[src/rtl/vend_pkg.sv]
// Shared types and defaults for the vending credit path.
package vend_pkg;

    localparam int CREDIT_W = 5;
    localparam int SUM_W    = CREDIT_W + 1;

    localparam int MAX_CREDIT_DEF = 31;
    localparam int COIN_A_DEF     = 1;
    localparam int COIN_B_DEF     = 5;
    localparam int COIN_C_DEF     = 10;

    typedef enum logic [1:0] {
        IDLE       = 2'd0,
        HOLD       = 2'd1,
        VEND_OUT   = 2'd2,
        REFUND_OUT = 2'd3
    } vend_state_t;

    // One bit wider than the credit so an overflowing coin is seen, not wrapped.
    function automatic logic [SUM_W-1:0] add_coin(input logic [CREDIT_W-1:0] credit,
                                                  input logic [CREDIT_W-1:0] value);
        return {1'b0, credit} + {1'b0, value};
    endfunction

endpackage

[src/rtl/vend_input_sync.sv]
// Two-flop synchroniser for one raw button level, followed by a registered
// rising-edge detector producing a single-cycle event pulse.
module vend_input_sync (
    input  logic clk,
    input  logic rst_n,
    input  logic level,
    output logic pulse
);

    logic meta;
    logic sync;
    logic prev;

    always_ff @(posedge clk or negedge rst_n) begin
        if (!rst_n) begin
            meta  <= 1'b0;
            sync  <= 1'b0;
            prev  <= 1'b0;
            pulse <= 1'b0;
        end else begin
            meta  <= level;
            sync  <= meta;
            prev  <= sync;
            pulse <= sync & ~prev;
        end
    end

endmodule

[src/rtl/vend_credit_accumulator.sv]
// Coin/vend/refund front end: accumulates a 5-bit credit fed to the BCD
// converter and issues dispense, change, reject and insufficient-credit pulses.
//
// state      | meaning
// IDLE       | no credit held
// HOLD       | credit > 0, accepting coins / vend / refund
// VEND_OUT   | one-cycle: item dispensed, change paid, credit cleared
// REFUND_OUT | one-cycle: credit paid back as change, credit cleared
module vend_credit_accumulator
    import vend_pkg::*;
#(
    parameter int MAX_CREDIT = MAX_CREDIT_DEF,
    parameter int COIN_A_VAL = COIN_A_DEF,
    parameter int COIN_B_VAL = COIN_B_DEF,
    parameter int COIN_C_VAL = COIN_C_DEF
) (
    input  logic                CLK,
    input  logic                RST_N,
    input  logic                COIN_A,
    input  logic                COIN_B,
    input  logic                COIN_C,
    input  logic                VEND,
    input  logic                REFUND,
    input  logic [CREDIT_W-1:0] PRICE,
    output logic                C0,
    output logic                S3,
    output logic                S2,
    output logic                S1,
    output logic                S0,
    output logic                DISPENSE,
    output logic [CREDIT_W-1:0] CHANGE,
    output logic                CHANGE_VALID,
    output logic                REJECT,
    output logic                INSUFF
);

    localparam logic [CREDIT_W-1:0] VAL_A = CREDIT_W'(COIN_A_VAL);
    localparam logic [CREDIT_W-1:0] VAL_B = CREDIT_W'(COIN_B_VAL);
    localparam logic [CREDIT_W-1:0] VAL_C = CREDIT_W'(COIN_C_VAL);
    localparam logic [SUM_W-1:0]    LIMIT = SUM_W'(MAX_CREDIT);

    logic ev_a;
    logic ev_b;
    logic ev_c;
    logic ev_vend;
    logic ev_refund;

    vend_input_sync u_sync_a      (.clk(CLK), .rst_n(RST_N), .level(COIN_A), .pulse(ev_a));
    vend_input_sync u_sync_b      (.clk(CLK), .rst_n(RST_N), .level(COIN_B), .pulse(ev_b));
    vend_input_sync u_sync_c      (.clk(CLK), .rst_n(RST_N), .level(COIN_C), .pulse(ev_c));
    vend_input_sync u_sync_vend   (.clk(CLK), .rst_n(RST_N), .level(VEND),   .pulse(ev_vend));
    vend_input_sync u_sync_refund (.clk(CLK), .rst_n(RST_N), .level(REFUND), .pulse(ev_refund));

    vend_state_t         state;
    vend_state_t         state_next;
    logic [CREDIT_W-1:0] credit;
    logic [CREDIT_W-1:0] credit_next;

    logic                dispense_next;
    logic [CREDIT_W-1:0] change_next;
    logic                change_valid_next;
    logic                reject_next;
    logic                insuff_next;

    logic [CREDIT_W-1:0] coin_val;
    logic                coin_any;
    logic                coin_drop;
    logic [SUM_W-1:0]    coin_sum;
    logic                coin_fits;
    logic                refund_go;
    logic                vend_ok;

    // Decision terms shared by the next-state and output logic.
    always_comb begin
        coin_val = '0;
        if (ev_c) begin
            coin_val = VAL_C;
        end else if (ev_b) begin
            coin_val = VAL_B;
        end else if (ev_a) begin
            coin_val = VAL_A;
        end
        coin_any  = ev_a | ev_b | ev_c;
        coin_drop = (ev_a & ev_b) | (ev_a & ev_c) | (ev_b & ev_c);
        coin_sum  = add_coin(credit, coin_val);
        coin_fits = (coin_sum <= LIMIT);
        // A refund with nothing to pay back is a no-op and does not
        // pre-empt a vend or coin arriving in the same cycle.
        refund_go = ev_refund && (credit != '0);
        vend_ok   = (PRICE != '0) && (credit >= PRICE);
    end

    always_ff @(posedge CLK or negedge RST_N) begin
        if (!RST_N) begin
            state        <= IDLE;
            credit       <= '0;
            DISPENSE     <= 1'b0;
            CHANGE       <= '0;
            CHANGE_VALID <= 1'b0;
            REJECT       <= 1'b0;
            INSUFF       <= 1'b0;
        end else begin
            state        <= state_next;
            credit       <= credit_next;
            DISPENSE     <= dispense_next;
            CHANGE       <= change_next;
            CHANGE_VALID <= change_valid_next;
            REJECT       <= reject_next;
            INSUFF       <= insuff_next;
        end
    end

    always_comb begin
        state_next  = state;
        credit_next = credit;
        case (state)
            IDLE, HOLD: begin
                if (refund_go) begin
                    state_next  = REFUND_OUT;
                    credit_next = '0;
                end else if (ev_vend) begin
                    if (vend_ok) begin
                        state_next  = VEND_OUT;
                        credit_next = '0;
                    end
                end else begin
                    if (coin_any && coin_fits) begin
                        credit_next = coin_sum[CREDIT_W-1:0];
                    end
                    state_next = (credit_next == '0) ? IDLE : HOLD;
                end
            end
            default: begin
                state_next = IDLE;
            end
        endcase
    end

    always_comb begin
        dispense_next     = 1'b0;
        change_next       = '0;
        change_valid_next = 1'b0;
        reject_next       = 1'b0;
        insuff_next       = 1'b0;
        case (state)
            IDLE, HOLD: begin
                if (refund_go) begin
                    change_valid_next = 1'b1;
                    change_next       = credit;
                    reject_next       = coin_any;
                end else if (ev_vend) begin
                    reject_next = coin_any;
                    if (vend_ok) begin
                        dispense_next     = 1'b1;
                        change_valid_next = 1'b1;
                        change_next       = credit - PRICE;
                    end else begin
                        insuff_next = 1'b1;
                    end
                end else if (coin_any) begin
                    reject_next = !coin_fits || coin_drop;
                end
            end
            default: begin
                reject_next = coin_any;
            end
        endcase
    end

    assign C0 = credit[4];
    assign S3 = credit[3];
    assign S2 = credit[2];
    assign S1 = credit[1];
    assign S0 = credit[0];

endmodule

[config.mk]
export PLATFORM = sky130hd
export DESIGN_NAME = vend_credit_accumulator
export DESIGN_NICKNAME = d
export VERILOG_FILES = /design/src/rtl/vend_pkg.sv /design/src/rtl/vend_input_sync.sv /design/src/rtl/vend_credit_accumulator.sv
export SDC_FILE = /design/constraint.sdc
export NUM_CORES = 1
export LEC_CHECK = 0
export BUFFER_PORTS_ARGS = -buffer_cell sky130_fd_sc_hd__buf_2
export CAP_MARGIN = 0
export CELL_PAD_IN_SITES_DETAIL_PLACEMENT = 2
export CELL_PAD_IN_SITES_GLOBAL_PLACEMENT = 2
export CORE_MARGIN = 3
export CORE_UTILIZATION = 36
export CTS_CLUSTER_SIZE = 12
export DETAILED_ROUTE_END_ITERATION = 16
export MAX_ROUTING_LAYER = met4
export PLACE_DENSITY = 0.79
export SYNTH_ARGS = -nofsm -noshare
export SYNTH_HDL_FRONTEND = slang
export SYNTH_HIERARCHICAL = 1
export SYNTH_SLANG_ARGS = --single-unit
[constraint.sdc]
create_clock -name CLK -period 2.2 [get_ports CLK]
set_input_delay 0.11 -clock CLK [delete_from_list [all_inputs] [get_ports CLK]]
set_output_delay 0.11 -clock CLK [all_outputs]
set_load 0.05 [all_outputs]
==> flow_summary_export.csv <==
group,metric,value,unit
yosys,synth_compound_gate_area_share,16.0,%
floorplanning,pin_count,26,
floorplanning,die-area,0.00544,sq mm
yosys,synthMuxAreaShare,0,%
worst_hold_path,worst_hold_path_type,"in -> reg",
detailed_routing,post_drt_via_cell_ratio,5.46,
critical_path,critical_setup_path_class,"reg -> reg",
timing,finalSetupViolations,0,
pwr,total_leakage_power,1.02,nW
cells_and_area,layout.nets,215,
yosys,synth.area.top_cells,"dfrtp_1 53%, ha_1 6.8%, nor2b_4 4.2%, inv_1 3.0%, fa_1 2.4%",
placement,post-place-cells,227,
clock_network,tritoncts,"done",
floorplanning,fp-row-count,24,
grt,first_pass_grt_wire_length,7.13,mm
placement,placed_area,0.00189,sq mm
timing,worstMarginPinSlew,0.764,ns
yosys,async_flop_share,100,%
cells_and_area,layout.cell_area.non_filler,0.00213,sq mm
grt,grt_pass1_vias,1449,
yosys,syn_inst,145,
placement,hpwl,3.27,mm
run,drv_cap,0,
cells_and_area,register_area,880,sq um
critical_path,critPathMaxFanout,3,
cells_and_area,final_layout_size_suffix_gt1_share,33.2,%
floorplanning,die_h,73.8,um
yosys,post-synth-top-area-cell,"dfrtp_1",
clock_network,tritoncts_buffer_count,5,
detailed_routing,wirelength,4.42,mm
cells_and_area,final_core_util,48.5,%
timing,final.period_utilization,95.6,%
clock_network,clk_pin_slew,0.07,ns
grt,largest_net_degree_at_the_start_of_global_routing,36,
clock_network,clockBufferDepth,2,
pwr,power.switching,1.13,mW
cells_and_area,insertedDiodeCount,0,
timing,report.final.slew_viol_count,0,
pwr,max-vdd-ir-drop,0.000425,V
timing,fin_skew,0.00333,ns
detailed_routing,detail_route.first_pass.iterations,4,
yosys,synth.ff_latch_count,35,
floorplanning,die_width,73.8,um
critical_path,critical_path_arrival,2.31,ns
grt,grt.total_usage,18.4,%
timing,final.min_clock_period,2.10,ns
placement,portBuffers,25,
pwr,power.density_cell_area,1220,mW/mm^2
yosys,ys.flop_type,"dfrtp_1",
pwr,share_seq_of_total_power,33.3,%
yosys,synth.net_count,168,
yosys,synth_xor_xnor_area_share,1.59,%
grt,grt_remaining_overflow,0,
pwr,design_power_total,2.59,mW
yosys,netlist.area_leader.share,53.0,%
yosys,synth-warning-count,6,
yosys,synth_area,0.00165,sq mm
yosys,synth_seq_area_share,53.0,%
yosys,post_synth.cell_area_avg,11.4,sq um
cells_and_area,filler_cells_inserted,474,
critical_path,ff2ff_setup_slack,0.1,ns
pwr,clock_power_share,20.0,%
clock_network,cts-htree-levels,2,
detailed_routing,detail_route.drc_violations,0,
pwr,p_int,1.46,mW
cells_and_area,flow.area_growth_from_synthesis,28.6,%
critical_path,worst_ep_required_time,2.41,ns
cells_and_area,biggestRegsByFlops,"CHANGE (5), credit (5)",
clock_network,cts.root.buffer_cell,"clkbuf_8",
detailed_routing,routed_wire_length_per_instance,18.0,um
timing,report.final.hold_viol_count,0,
cells_and_area,multi_input_comb_area,754,sq um
detailed_routing,antenna_nets_post_route,0,
placement,gp_congestion,0.748,
detailed_routing,drt_iter0_markers,29,
yosys,synth_edf_count,0,
pwr,portion_of_total_power_attributed_to_combinational_logic,46.7,%
yosys,main_combinational_cell_family_by_area_after_synthesis,"simple AND/OR/NAND/NOR gates",
run_status,run_status,"finished clean",
critical_path,timing.critical_path.to_type,"flop",
timing,max-slew-margin-rel,49.0,%
floorplanning,core_area,0.00438,sq mm
yosys,synth_cell_types,36,
yosys,yosys.area_share.adder,9.83,%
cells_and_area,layoutNonFillerInstCount,245,
detailed_routing,vias,1338,
clock_network,worst_skew_pair.late_latency,0.29,ns
pwr,sw_frac_of_total,43.4,%
yosys,yosys.area_share.simple,16.0,%
timing,fmax,476,MHz
critical_path,crit_path_start_kind,"flop",
grt,grt_antenna_before_repair,0,
clock_network,clkSinkCount,35,
floorplanning,initial_core_util,37.7,%
[placed cells by master (no fill, tap or decap), types with 2 or more instances in the layout]
cell type,synthesis,final
dfrtp_1,35,32
buf_2,0,25
inv_1,13,13
buf_4,0,12
nor2_1,9,9
nand2_1,9,9
ha_1,9,9
o21ai_0,8,8
clkbuf_8,0,7
a21oi_1,7,6
dlygate4sd3_1,0,6
or3_1,5,5
nor2b_4,5,5
nor3_1,3,3
a32oi_1,3,3
dfrtp_2,0,3
nor2b_1,2,2
o21a_1,2,2
o31a_1,2,2
nand4_1,2,2
nand3_1,2,2
a31oi_1,3,2
nor3b_1,3,2
xor2_1,2,2
[synthesized netlist by cell type (all sizes together) (2+ instances only)]
master	count
a31oi	3
nor3	3
nor2b	7
or3	6
nand3	2
a21oi	7
inv	13
nand2	10
clkbuf	3
nor2	9
a221oi	2
nor3b	3
o21ai	8
nand4	2
xor2	2
o31a	2
dfrtp	35
ha	9
o21a	2
a32oi	3
fa	2
[worst max-delay path, cell delays in order, from the launching register on]
cell and delay [ns]:
dfrtp_1 0.41, inv_1 0.10, ha_1 0.19, inv_1 0.07, fa_2 0.37, a21o_1 0.18, a21oi_2 0.15, xor2_1 0.10
or3_1 0.31, a21oi_1 0.16
[repair_timing]
action	4_1_cts	5_1_grt
hold buffers	6	0
hold endpoints to repair	40	0
cloned	0	0
resized for setup	3	6
buffers inserted	0	4
setup endpoints to repair	4	8
pin swaps	0	0
[per-layer routing]
layer / global-route usage (%) / share of wire (%) / up-vias
met3: 4.24 / 5.6 / 10
met4: 6.84 / 1.7 / 0
met1: 20.6 / 40 / 687
met5: - / 0 / -
met2: 31.6 / 53 / 36
li1: - / - / 605
[stage by stage]
step           worst slack [ns]  setup TNS [ns]  hold slack, ns
3_3_place_gp             0.0880               0           0.204
2_1_floorplan           0.00110               0          -0.186
4_1_cts                  0.0303               0           0.269
6_report                 0.0971               0           0.268
5_1_grt                -0.00987        -0.00987           0.317
3_5_place_dp            -0.0889          -0.233           0.219
[cell type report]
cell class | count | share of cell area, %
clock inverters | 1 | 0.353
flip-flops and latches | 35 | 41.4
clock buffers | 7 | 4.53
well taps | 52 | 3.06
repair buffers | 43 | 12.9
inverters | 13 | 2.29
multi-input cells | 94 | 35.5
[path summary, 6_finish.rpt]
path                                         start                      end  cells past startpoint
min                                       PRICE[0]      CHANGE[0]$_DFF_PN0_                      4
min in group asynchronous                    RST_N      CHANGE[4]$_DFF_PN0_                      2
min reg2reg                u_sync_a/meta$_DFF_PN0_  u_sync_a/sync$_DFF_PN0_                      0
max reg2reg                  credit[0]$_DFFE_PN0P_      CHANGE[4]$_DFF_PN0_                      9
max in group asynchronous                    RST_N    credit[1]$_DFFE_PN0P_                      2
max                          credit[0]$_DFFE_PN0P_      CHANGE[4]$_DFF_PN0_                      9
[power by group through the flow]
| stage | registers, mW | clock network [mW] | logic, mW |
|---|---|---|---|
| floorplan | 1.11 | 0 | 0.497 |
| global placement | 0.880 | 0 | 1.04 |
| detailed placement | 0.891 | 0 | 1.10 |
| CTS | 0.881 | 0.529 | 1.13 |
| global route | 0.876 | 0.562 | 1.32 |
| finish | 0.863 | 0.517 | 1.21 |
[cell families after synthesis]
logic type	Yosys count
fa+ha+maj	12
xor+xnor	3
simple gates	43
buf+inv	16
compound gates	36
flops	35
(Power assumes the default switching activity.)
